==> config.mk <==
export PLATFORM = sky130hd
export DESIGN_NAME = instr_loader
export DESIGN_NICKNAME = d
export VERILOG_FILES = /design/src/rtl/instr_loader_pkg.sv /design/src/rtl/instr_loader_hold_counter.sv /design/src/rtl/instr_loader.sv
export SDC_FILE = /design/constraint.sdc
export NUM_CORES = 1
export LEC_CHECK = 0
export ABC_AREA = 1
export BUFFER_PORTS_ARGS = -buffer_cell sky130_fd_sc_hd__clkbuf_2
export CORE_MARGIN = 5
export CORE_UTILIZATION = 45
export CTS_CLUSTER_SIZE = 14
export DETAILED_ROUTE_END_ITERATION = 7
export PLACE_DENSITY = 0.79
export RECOVER_POWER = 25
export SLEW_MARGIN = 0
export SYNTH_ARGS = -nofsm -noshare
export SYNTH_HDL_FRONTEND = slang
export SYNTH_SLANG_ARGS = --single-unit
==> constraint.sdc <==
create_clock -name clk -period 1.8 [get_ports clk]
set_clock_uncertainty 0.1 [all_clocks]
set_input_delay 0.27 -clock clk [delete_from_list [all_inputs] [get_ports clk]]
set_output_delay 0.27 -clock clk [all_outputs]
set_load 0.005 [all_outputs]
==> src/rtl/instr_loader_pkg.sv <==
// Shared definitions for the instruction loader: FSM state encoding and
// the instruction word width used by the DataPath.
package instr_loader_pkg;

  localparam int INSTR_W = 32;

  typedef enum logic [1:0] {
    IDLE = 2'd0,
    LOAD = 2'd1,
    HOLD = 2'd2,
    RUN  = 2'd3
  } ldr_state_t;

endpackage

==> src/rtl/instr_loader_hold_counter.sv <==
// Loadable down-counter with a zero flag; times the quiet period between
// the last instruction write and the DataPath run enable.
module hold_counter #(
  parameter int W = 2
) (
  input  logic         clk,
  input  logic         reset,
  input  logic         load,
  input  logic [W-1:0] load_val,
  input  logic         en,
  output logic         zero
);

  logic [W-1:0] cnt;

  // Saturates at zero so a long stay in the enabled state cannot wrap.
  always_ff @(posedge clk) begin
    if (reset)
      cnt <= '0;
    else if (load)
      cnt <= load_val;
    else if (en && (cnt != '0))
      cnt <= cnt - 1'b1;
  end

  assign zero = (cnt == '0);

endmodule

==> src/rtl/instr_loader.sv <==
// Streams instruction words into the instruction memory write port, waits a
// fixed quiet period, then raises a sticky run enable for the DataPath.
module instr_loader
  import instr_loader_pkg::*;
#(
  parameter int          ADDR_W    = 8,
  parameter int          HOLD_CYC  = 4,
  parameter logic [31:0] BASE_ADDR = 32'h0000_0000
) (
  input  logic               clk,
  input  logic               reset,
  input  logic               start,
  input  logic [ADDR_W:0]    len,
  input  logic               in_valid,
  input  logic [INSTR_W-1:0] in_data,
  output logic               in_ready,
  output logic               mem_we,
  output logic [31:0]        mem_addr,
  output logic [INSTR_W-1:0] mem_wdata,
  output logic               initiate,
  output logic               busy,
  output logic               len_err
);

  localparam int HW = (HOLD_CYC > 1) ? $clog2(HOLD_CYC) : 1;
  localparam logic [ADDR_W:0] DEPTH = {1'b1, {ADDR_W{1'b0}}};
  localparam logic [ADDR_W:0] ONE   = {{ADDR_W{1'b0}}, 1'b1};

  ldr_state_t state, state_next;

  logic [ADDR_W:0]    len_q;
  logic [ADDR_W:0]    count;
  logic               mem_we_q;
  logic [31:0]        mem_addr_q;
  logic [INSTR_W-1:0] mem_wdata_q;
  logic               len_err_q;
  logic               initiate_q;

  logic xfer;
  logic last_xfer;
  logic start_ok;
  logic start_bad;
  logic hold_load;
  logic hold_zero;

  always_ff @(posedge clk) begin
    if (reset)
      state <= IDLE;
    else
      state <= state_next;
  end

  always_comb begin
    state_next = state;
    hold_load  = 1'b0;
    in_ready   = (state == LOAD) && (count < len_q);
    xfer       = in_valid && in_ready;
    last_xfer  = xfer && (count == (len_q - ONE));
    start_ok   = (state == IDLE) && start && (len <= DEPTH);
    start_bad  = (state == IDLE) && start && (len > DEPTH);
    busy       = (state == LOAD) || (state == HOLD);
    case (state)
      IDLE: begin
        if (start_ok) begin
          if (len == '0) begin
            state_next = HOLD;
            hold_load  = 1'b1;
          end else begin
            state_next = LOAD;
          end
        end
      end
      LOAD: begin
        if (last_xfer) begin
          state_next = HOLD;
          hold_load  = 1'b1;
        end
      end
      HOLD: begin
        if (hold_zero)
          state_next = RUN;
      end
      RUN: state_next = RUN;
      default: state_next = IDLE;
    endcase
  end

  // Loaded with HOLD_CYC-1 on HOLD entry, so the counter reads zero in the
  // last HOLD cycle and the FSM leaves after exactly HOLD_CYC cycles.
  hold_counter #(
    .W(HW)
  ) u_hold_counter (
    .clk      (clk),
    .reset    (reset),
    .load     (hold_load),
    .load_val (HW'(HOLD_CYC - 1)),
    .en       (state == HOLD),
    .zero     (hold_zero)
  );

  // Each accepted word becomes a write one cycle later; the address comes
  // from the pre-increment count, which never exceeds the top word index.
  always_ff @(posedge clk) begin
    if (reset) begin
      len_q       <= '0;
      count       <= '0;
      mem_we_q    <= 1'b0;
      mem_addr_q  <= BASE_ADDR;
      mem_wdata_q <= '0;
      len_err_q   <= 1'b0;
      initiate_q  <= 1'b0;
    end else begin
      mem_we_q   <= xfer;
      initiate_q <= (state_next == RUN);
      if (xfer) begin
        mem_wdata_q <= in_data;
        mem_addr_q  <= BASE_ADDR + (32'(count[ADDR_W-1:0]) << 2);
        count       <= count + ONE;
      end
      if (start_ok) begin
        len_q     <= len;
        count     <= '0;
        len_err_q <= 1'b0;
      end else if (start_bad) begin
        len_err_q <= 1'b1;
      end
    end
  end

  assign mem_we    = mem_we_q;
  assign mem_addr  = mem_addr_q;
  assign mem_wdata = mem_wdata_q;
  assign len_err   = len_err_q;
  assign initiate  = initiate_q;

endmodule

==> results.py, run 1 <==
metrics = {
    "status": {
        "status": "finished with violations",
        "failed_checks": "setup timing",
    },
    "worst_setup_path": {
        "worst-path-buf-inv": 5,
        "critical_path_required_ns": 1.95,
        "worst_path_dominant_cell_family": "buffers and inverters",
        "cpMostUsedCell": "sky130_fd_sc_hd__nor2_1",
        "timing.critical_path.cells": "inv_2 -> ha_4 -> nand2_2 -> nor2_1 -> nand3b_1 -> nand4_1 -> buf_4 -> nor2_4 -> buf_12 -> buf_6 -> clkbuf_16 -> o21ai_0 -> nor2_1",
        "crit_arrival_ns": 2.34,
        "startpoint_type": "flip-flop",
        "path_class": "flip-flop to flip-flop",
        "cpPeakStageDelay_ns": 0.34,
        "cpMaxStageDelayCell": "sky130_fd_sc_hd__dfxtp_2",
        "worst-path-max-fanout": 13,
        "end_kind": "flip-flop",
    },
    "layout": {
        "layout.core_utilization_pct": 68.9,
        "drive_above_1_share_pct": 39.8,
        "insertedDiodeCount": 0,
        "area_growth_pct": 48.1,
        "layout_common_cells": "sky130_fd_sc_hd__clkbuf_2, sky130_fd_sc_hd__nor2_1, sky130_fd_sc_hd__nand2_1, sky130_fd_sc_hd__dfxtp_1, sky130_fd_sc_hd__buf_4",
        "number_of_nets_in_the_final_layout": 654,
        "most_common_library_cell_in_the_layout_ignoring_fill_and_taps": "sky130_fd_sc_hd__clkbuf_2",
    },
    "power_and_ir_drop": {
        "cellPowerDensity_mw_per_mm2": 1060,
        "max-vdd-ir-drop_mv": 0.672,
        "leakage_nw": 2.36,
    },
    "drt": {
        "number_of_drc_markers_after_the_initial_detailed_route_iteration": 165,
        "drt_first_pass_iters": 5,
        "post_dr_vias_cell": 4.81,
        "postRouteWirelength_um": 9730,
        "drc": 0,
        "ant_nets": 0,
        "vias": 3340,
        "wl_per_cell_um": 14.0,
    },
    "floorplan": {
        "floorplan.initialDensity_pct": 46.5,
        "die_h_um": 94.0,
        "die_area_mm2": 0.00884,
        "io-pin-count": 114,
        "floorplan.rows": 30,
        "die_width_um": 94.0,
        "design.core.area_mm2": 0.00683,
    },
    "synth": {
        "synth_sequential_area_ratio_pct": 40.9,
        "synthesis.area_mm2": 0.00318,
        "yosys_warnings": 0,
        "synth_cells": 445,
        "avgSynthCellArea_um2": 7.14,
        "yosys_register_bits": 65,
        "synth.lib_cells_used.distinct": 25,
    },
    "global_route": {
        "grt_max_degree": 27,
        "number_of_antenna_violations_at_the_first_check_in_global_routing": 0,
        "first_global_vias": 3144,
        "globalRoute.totalOverflow": 0,
        "grt_usage_pct": 20.4,
        "wire_length_of_the_first_global_routing_pass_um": 14300,
    },
    "clocking": {
        "tritoncts": "done",
        "worst_setup_hold_path_clk_slew_ns": 0.08,
        "tritoncts.num_buffers": 9,
        "htree_levels": 3,
        "clock-root-buffer": "sky130_fd_sc_hd__clkbuf_8",
        "tritoncts_num_sinks": 65,
        "clock_latency_ns": 0.35,
        "ctsLongestPathBuffers": 2,
    },
    "flow_run": {
        "max-cap-violations": 0,
    },
    "timing": {
        "finalCritPeriodShare_pct": 122,
        "rsz_0062_raised_after_global_routing": "true",
        "fmax_mhz": 456,
        "timing.hold.ws_ns": 0.0354,
        "post-route-min-period_ns": 2.19,
        "timing.final.hold_violations": 0,
        "final.setup.worst_slack_ns": -0.394,
        "finalSetupViolCount": 56,
        "slew_violations": 0,
    },
    "placement": {
        "gpl.final_weighted_congestion": 0.965,
        "port_buffers": 89,
        "pre_cts_slack_ns": -0.254,
        "dp.final_hpwl_um": 6690,
    },
    "hold_path": {
        "hp_class": "input port to flip-flop",
    },
}
[power breakdown]
group	internal, W	switching (W)
Sequential	0.00166	0.000129
Combinational	0.000890	0.00100
Clock	0.000680	0.000617
[worst reg2reg max path, cell delays in order (launching register included)]
cell and delay (ns):
sky130_fd_sc_hd__dfxtp_2 0.34, sky130_fd_sc_hd__inv_2 0.06, sky130_fd_sc_hd__ha_4 0.27, sky130_fd_sc_hd__nand2_2 0.05, sky130_fd_sc_hd__nor2_1 0.17, sky130_fd_sc_hd__nand3b_1 0.14
sky130_fd_sc_hd__nand4_1 0.14, sky130_fd_sc_hd__buf_4 0.14, sky130_fd_sc_hd__nor2_4 0.05, sky130_fd_sc_hd__buf_12 0.15, sky130_fd_sc_hd__buf_6 0.12, sky130_fd_sc_hd__clkbuf_16 0.16
sky130_fd_sc_hd__o21ai_0 0.15, sky130_fd_sc_hd__nor2_1 0.06
[final timing paths]
path | from | to | slack, ns | cells after the start
setup reg to reg | len_q[6] | mem_wdata[0] | -0.39 | 13
hold reg to reg | mem_addr[4] | mem_addr[4] | 0.40 | 2
hold / removal | in_data[31] | mem_wdata[31] | 0.04 | 3
setup / recovery | len_q[6] | mem_wdata[0] | -0.39 | 13
[cell type report]
| cell class | count | area (um2) |
|---|---|---|
| fillers | 575 | 2120 |
| repair buffers | 151 | 1080 |
| inverters | 48 | 188 |
| multi-input cells | 318 | 1800 |
| clock inverters | 6 | 65.1 |
| clock buffers | 10 | 138 |
| flip-flops and latches | 65 | 1320 |
| well taps | 96 | 120 |
[repair_timing]
item	4_1_cts	5_1_grt
hold buffers	0	0
pin swaps	9	10
gates resized for setup	27	61
cloned	1	5
endpoints found under the setup margin	55	64
buffers inserted	3	8
[per-stage QoR]
stage          area [um2]  total power (W)  TNS [ns]  instances
2_1_floorplan        3360          0.00268    -0.650        468
3_3_place_gp         4070          0.00326     -5.44        662
3_5_place_dp         4070          0.00332     -9.49        662
4_1_cts              4380          0.00467     -8.44        682
5_1_grt              4710          0.00528    -20.95        694
6_report             4710          0.00498    -17.06        694
[registers in the layout (all words and copies together) (netlist names)]
register            count
count                   9
initiate                1
mem_wdata              32
len_q                   9
state                   2
mem_we                  1
len_err                 1
u_hold_counter.cnt      2
mem_addr                8
[synth_stat cells]
library cell,number,share of area (%)
sky130_fd_sc_hd__nor2_1,109,13
sky130_fd_sc_hd__dfxtp_1,65,41
sky130_fd_sc_hd__nand2_1,56,6.6
sky130_fd_sc_hd__o21ai_0,51,8.0
sky130_fd_sc_hd__inv_1,47,5.6
sky130_fd_sc_hd__buf_4,25,5.9
sky130_fd_sc_hd__a21oi_1,21,3.3
sky130_fd_sc_hd__ha_1,16,6.3
sky130_fd_sc_hd__nand3_1,9,1.4
sky130_fd_sc_hd__buf_2,8,1.3
sky130_fd_sc_hd__nor3_1,7,1.1
sky130_fd_sc_hd__clkbuf_1,5,0.59
sky130_fd_sc_hd__xor2_1,5,1.4
sky130_fd_sc_hd__a211oi_1,4,0.94
sky130_fd_sc_hd__nand4_1,4,0.79
sky130_fd_sc_hd__xnor2_1,4,1.1
sky130_fd_sc_hd__a21o_1,1,0.24
sky130_fd_sc_hd__conb_1,1,0.12
sky130_fd_sc_hd__inv_2,1,0.12
sky130_fd_sc_hd__nand2_2,1,0.20
sky130_fd_sc_hd__nand3b_1,1,0.24
sky130_fd_sc_hd__nor2_2,1,0.20
sky130_fd_sc_hd__nor2_4,1,0.35
sky130_fd_sc_hd__o22ai_1,1,0.20
sky130_fd_sc_hd__o31ai_1,1,0.24
[logic make-up (layout without fill, tap and decap cells)]
group	Yosys count	after routing	share of synthesized area, %
adder cells (fa/ha/maj)	16	16	6.30
XOR/XNOR	9	9	2.48
flip-flops	65	65	40.9
AO/OA/AOI/OAI	79	79	13.0
other	1	24	0.118
AND/OR/NAND/NOR	189	190	23.8
buffers and inverters	86	215	13.4
[layer usage]
layer / global-route usage [%] / routed length (um)
met2: 33.8 / 4700
met3: 8.49 / 869
met5: 0 / 0
met4: 4.57 / 191
met1: 24.6 / 3970
Power figures use the tool's default switching activity.
==> run 2, diff against run 1 <==
- CORE_ASPECT_RATIO: unset -> 0.7
==> run 2 against run 1 <==
The run still ends with setup timing left; power fell by 0.34%; sequential share of layout area grew 0.77 points; final area fell by 2.5%; clock power about the same; sequential power hardly changed; sequential cell count unchanged; final cell count fell by 2.0%; hold slack worse by 0.0055 ns; critical path depth unchanged; routed wire length increased by 4.6%; die area grew 0.31%; via count rose by 1.5%; largest cell class unchanged.
==> results.py, run 2 (synthesized netlist as in run 1, its figures left out) <==
metrics = {
    "status": {
        "status": "finished with violations",
        "failed_checks": "setup timing",
    },
    "drt": {
        "ant_nets": 0,
        "drt_first_pass_iters": 5,
        "wl_per_cell_um": 15.0,
        "postRouteWirelength_um": 10200,
        "vias": 3389,
        "drc": 0,
        "number_of_drc_markers_after_the_initial_detailed_route_iteration": 181,
        "post_dr_vias_cell": 4.98,
    },
    "hold_path": {
        "min_to": "mem_wdata[29]",
        "hp-start": "in_data[29]",
        "timing.hold.worst_path_depth": 3,
        "hp_class": "input port to flip-flop",
    },
    "timing": {
        "finalSetupViolCount": 56,
        "slew_violations": 0,
        "timing.final.hold_violations": 0,
        "post-route-min-period_ns": 2.09,
        "rsz_0062_raised_after_global_routing": "true",
        "final.setup.worst_slack_ns": -0.286,
        "finalCritPeriodShare_pct": 116,
        "setup_tns_ns": -12.49,
        "fmax_mhz": 479,
    },
    "clocking": {
        "htree_levels": 3,
        "tritoncts_num_sinks": 65,
        "tritoncts": "done",
        "worst_setup_hold_path_clk_slew_ns": 0.09,
        "tritoncts.num_buffers": 9,
        "clock-root-buffer": "sky130_fd_sc_hd__clkbuf_8",
        "clock_latency_ns": 0.36,
        "ctsLongestPathBuffers": 2,
    },
    "power_and_ir_drop": {
        "power.share.sequential_pct": 36.1,
        "leakage_nw": 2.27,
        "power_frac_clock_pct": 26.8,
        "cellPowerDensity_mw_per_mm2": 1080,
        "max-vdd-ir-drop_mv": 0.539,
        "psw_w": 0.00183,
        "switching_share_pct": 37.0,
        "internal_power_w": 0.00313,
        "share_comb_of_total_power_pct": 37.1,
    },
    "worst_setup_path": {
        "crit_arrival_ns": 2.24,
        "crit-reg2reg-launch": "len_q[8]",
        "r2r-end": "state[0]",
        "cpMaxStageDelayCell": "sky130_fd_sc_hd__dfxtp_2",
        "path_class": "flip-flop to flip-flop",
        "r2r_setup_slack_ns": -0.29,
        "ff2ff_path_depth": 13,
        "startpoint_type": "flip-flop",
        "cpPeakStageDelay_ns": 0.35,
        "critical_path_required_ns": 1.95,
        "end_kind": "flip-flop",
        "worst-path-max-fanout": 3,
        "timing.critical_path.cells": "inv_2 -> ha_4 -> a21o_1 -> nor2_1 -> nand4_1 -> buf_4 -> nor2_4 -> buf_4 -> nand3_4 -> nand2_2 -> nand2_1 -> a21oi_2 -> nor2_1",
    },
    "placement": {
        "port_buffers": 89,
        "gpl.final_weighted_congestion": 0.893,
        "dp.final_hpwl_um": 6830,
        "placed_cells": 655,
    },
    "layout": {
        "insertedDiodeCount": 0,
        "layoutNonFillerInstCount": 680,
        "largest_register_ffs": 32,
        "number_of_nets_in_the_final_layout": 642,
        "area_growth_pct": 44.4,
        "layout_common_cells": "sky130_fd_sc_hd__nor2_1, sky130_fd_sc_hd__clkbuf_2, sky130_fd_sc_hd__dfxtp_1",
        "drive_above_1_share_pct": 40.1,
        "most_common_library_cell_in_the_layout_ignoring_fill_and_taps": "sky130_fd_sc_hd__nor2_1",
    },
    "global_route": {
        "grt_usage_pct": 21.6,
        "globalRoute.totalOverflow": 0,
        "number_of_antenna_violations_at_the_first_check_in_global_routing": 0,
        "grt_max_degree": 44,
        "wire_length_of_the_first_global_routing_pass_um": 15400,
        "first_global_vias": 3351,
    },
    "floorplan": {
        "io-pin-count": 114,
        "die_width_um": 110,
        "die_area_mm2": 0.00887,
        "design.core.area_mm2": 0.00682,
        "floorplan.initialDensity_pct": 46.6,
        "floorplan.rows": 25,
        "die_h_um": 80.3,
    },
    "flow_run": {
        "max-cap-violations": 0,
    },
}
run 2: cell count changes in the layout (fill, tap and decap cells not counted), moves of 3 or more:
cell                        delta
sky130_fd_sc_hd__buf_4         -9
sky130_fd_sc_hd__clkbuf_1      +4
sky130_fd_sc_hd__clkbuf_16     -4
sky130_fd_sc_hd__clkbuf_2      -6
sky130_fd_sc_hd__nand2_1       -6
sky130_fd_sc_hd__nand2_2       +5
sky130_fd_sc_hd__nor2_2        +3
sky130_fd_sc_hd__nor2_4        -3
sky130_fd_sc_hd__o21ai_0      +15
sky130_fd_sc_hd__o21ai_1      -17
run 2: metal layers:
layer  track usage, %  vias to the layer above  part of all wire [%]
li1                 -                     1638                     -
met1             24.8                     1585                    40
met2             37.6                      150                    49
met3             9.11                       16                   9.8
met4             5.17                        0                   1.3
met5                0                        -                     0
run 2: area by class of cell:
class,count,area (um2)
fillers,554,2230
clock buffers,9,124
repair buffers,140,922
multi-input cells,317,1840
well taps,94,118
clock inverters,7,85.1
flip-flops and latches,65,1320
inverters,48,183
run 2: worst max-delay path by stage:
stage                         from     endpoint  slack [ns]
after floorplan           len_q[4]     count[5]       -0.04
after global placement    len_q[4]     count[6]       -0.15
after detailed placement  len_q[1]  mem_addr[4]       -0.20
after CTS                 len_q[4]     count[8]       -0.20
after global routing      len_q[8]     count[8]       -0.42
final                     len_q[8]     state[0]       -0.29
run 2: critical path: cells and delay by family (launching register included):
| family | cells | cell delay (ns) |
|---|---|---|
| DFF | 1 | 0.35 |
| AOI/OAI and AO/OA | 2 | 0.32 |
| adders and majority gates | 1 | 0.22 |
| buffers and inverters | 3 | 0.35 |
| and+or+nand+nor | 7 | 0.62 |
run 2: power by group through the flow:
stage	Sequential, W	Combinational (W)	Clock [W]
2_1_floorplan	0.00182	0.000864	0
3_3_place_gp	0.00180	0.00145	0
3_5_place_dp	0.00180	0.00150	0
4_1_cts	0.00178	0.00165	0.00135
5_1_grt	0.00181	0.00203	0.00142
6_report	0.00179	0.00184	0.00133
run 2: per-stage QoR:
stage / utilization (%) / power [W] / hold slack [ns] / cell area (um2) / worst slack, ns
finish: 67.3 / 0.00496 / 0.0299 / 4590 / -0.286
global route: 67.3 / 0.00526 / 0.0247 / 4590 / -0.415
CTS: 65.2 / 0.00478 / 0.0182 / 4440 / -0.204
detailed placement: 58.9 / 0.00331 / 0.393 / 4020 / -0.203
global placement: 58.9 / 0.00324 / 0.362 / 4020 / -0.148
floorplan: - / 0.00268 / 0.241 / 3360 / -0.0438
run 2: what timing repair did:
action / 4_1_cts / 5_1_grt
setup buffers: 4 / 3
cloned: 0 / 2
resized for setup: 62 / 29
endpoints found under the setup margin: 57 / 65
hold buffers: 0 / 0
pin swaps: 13 / 9
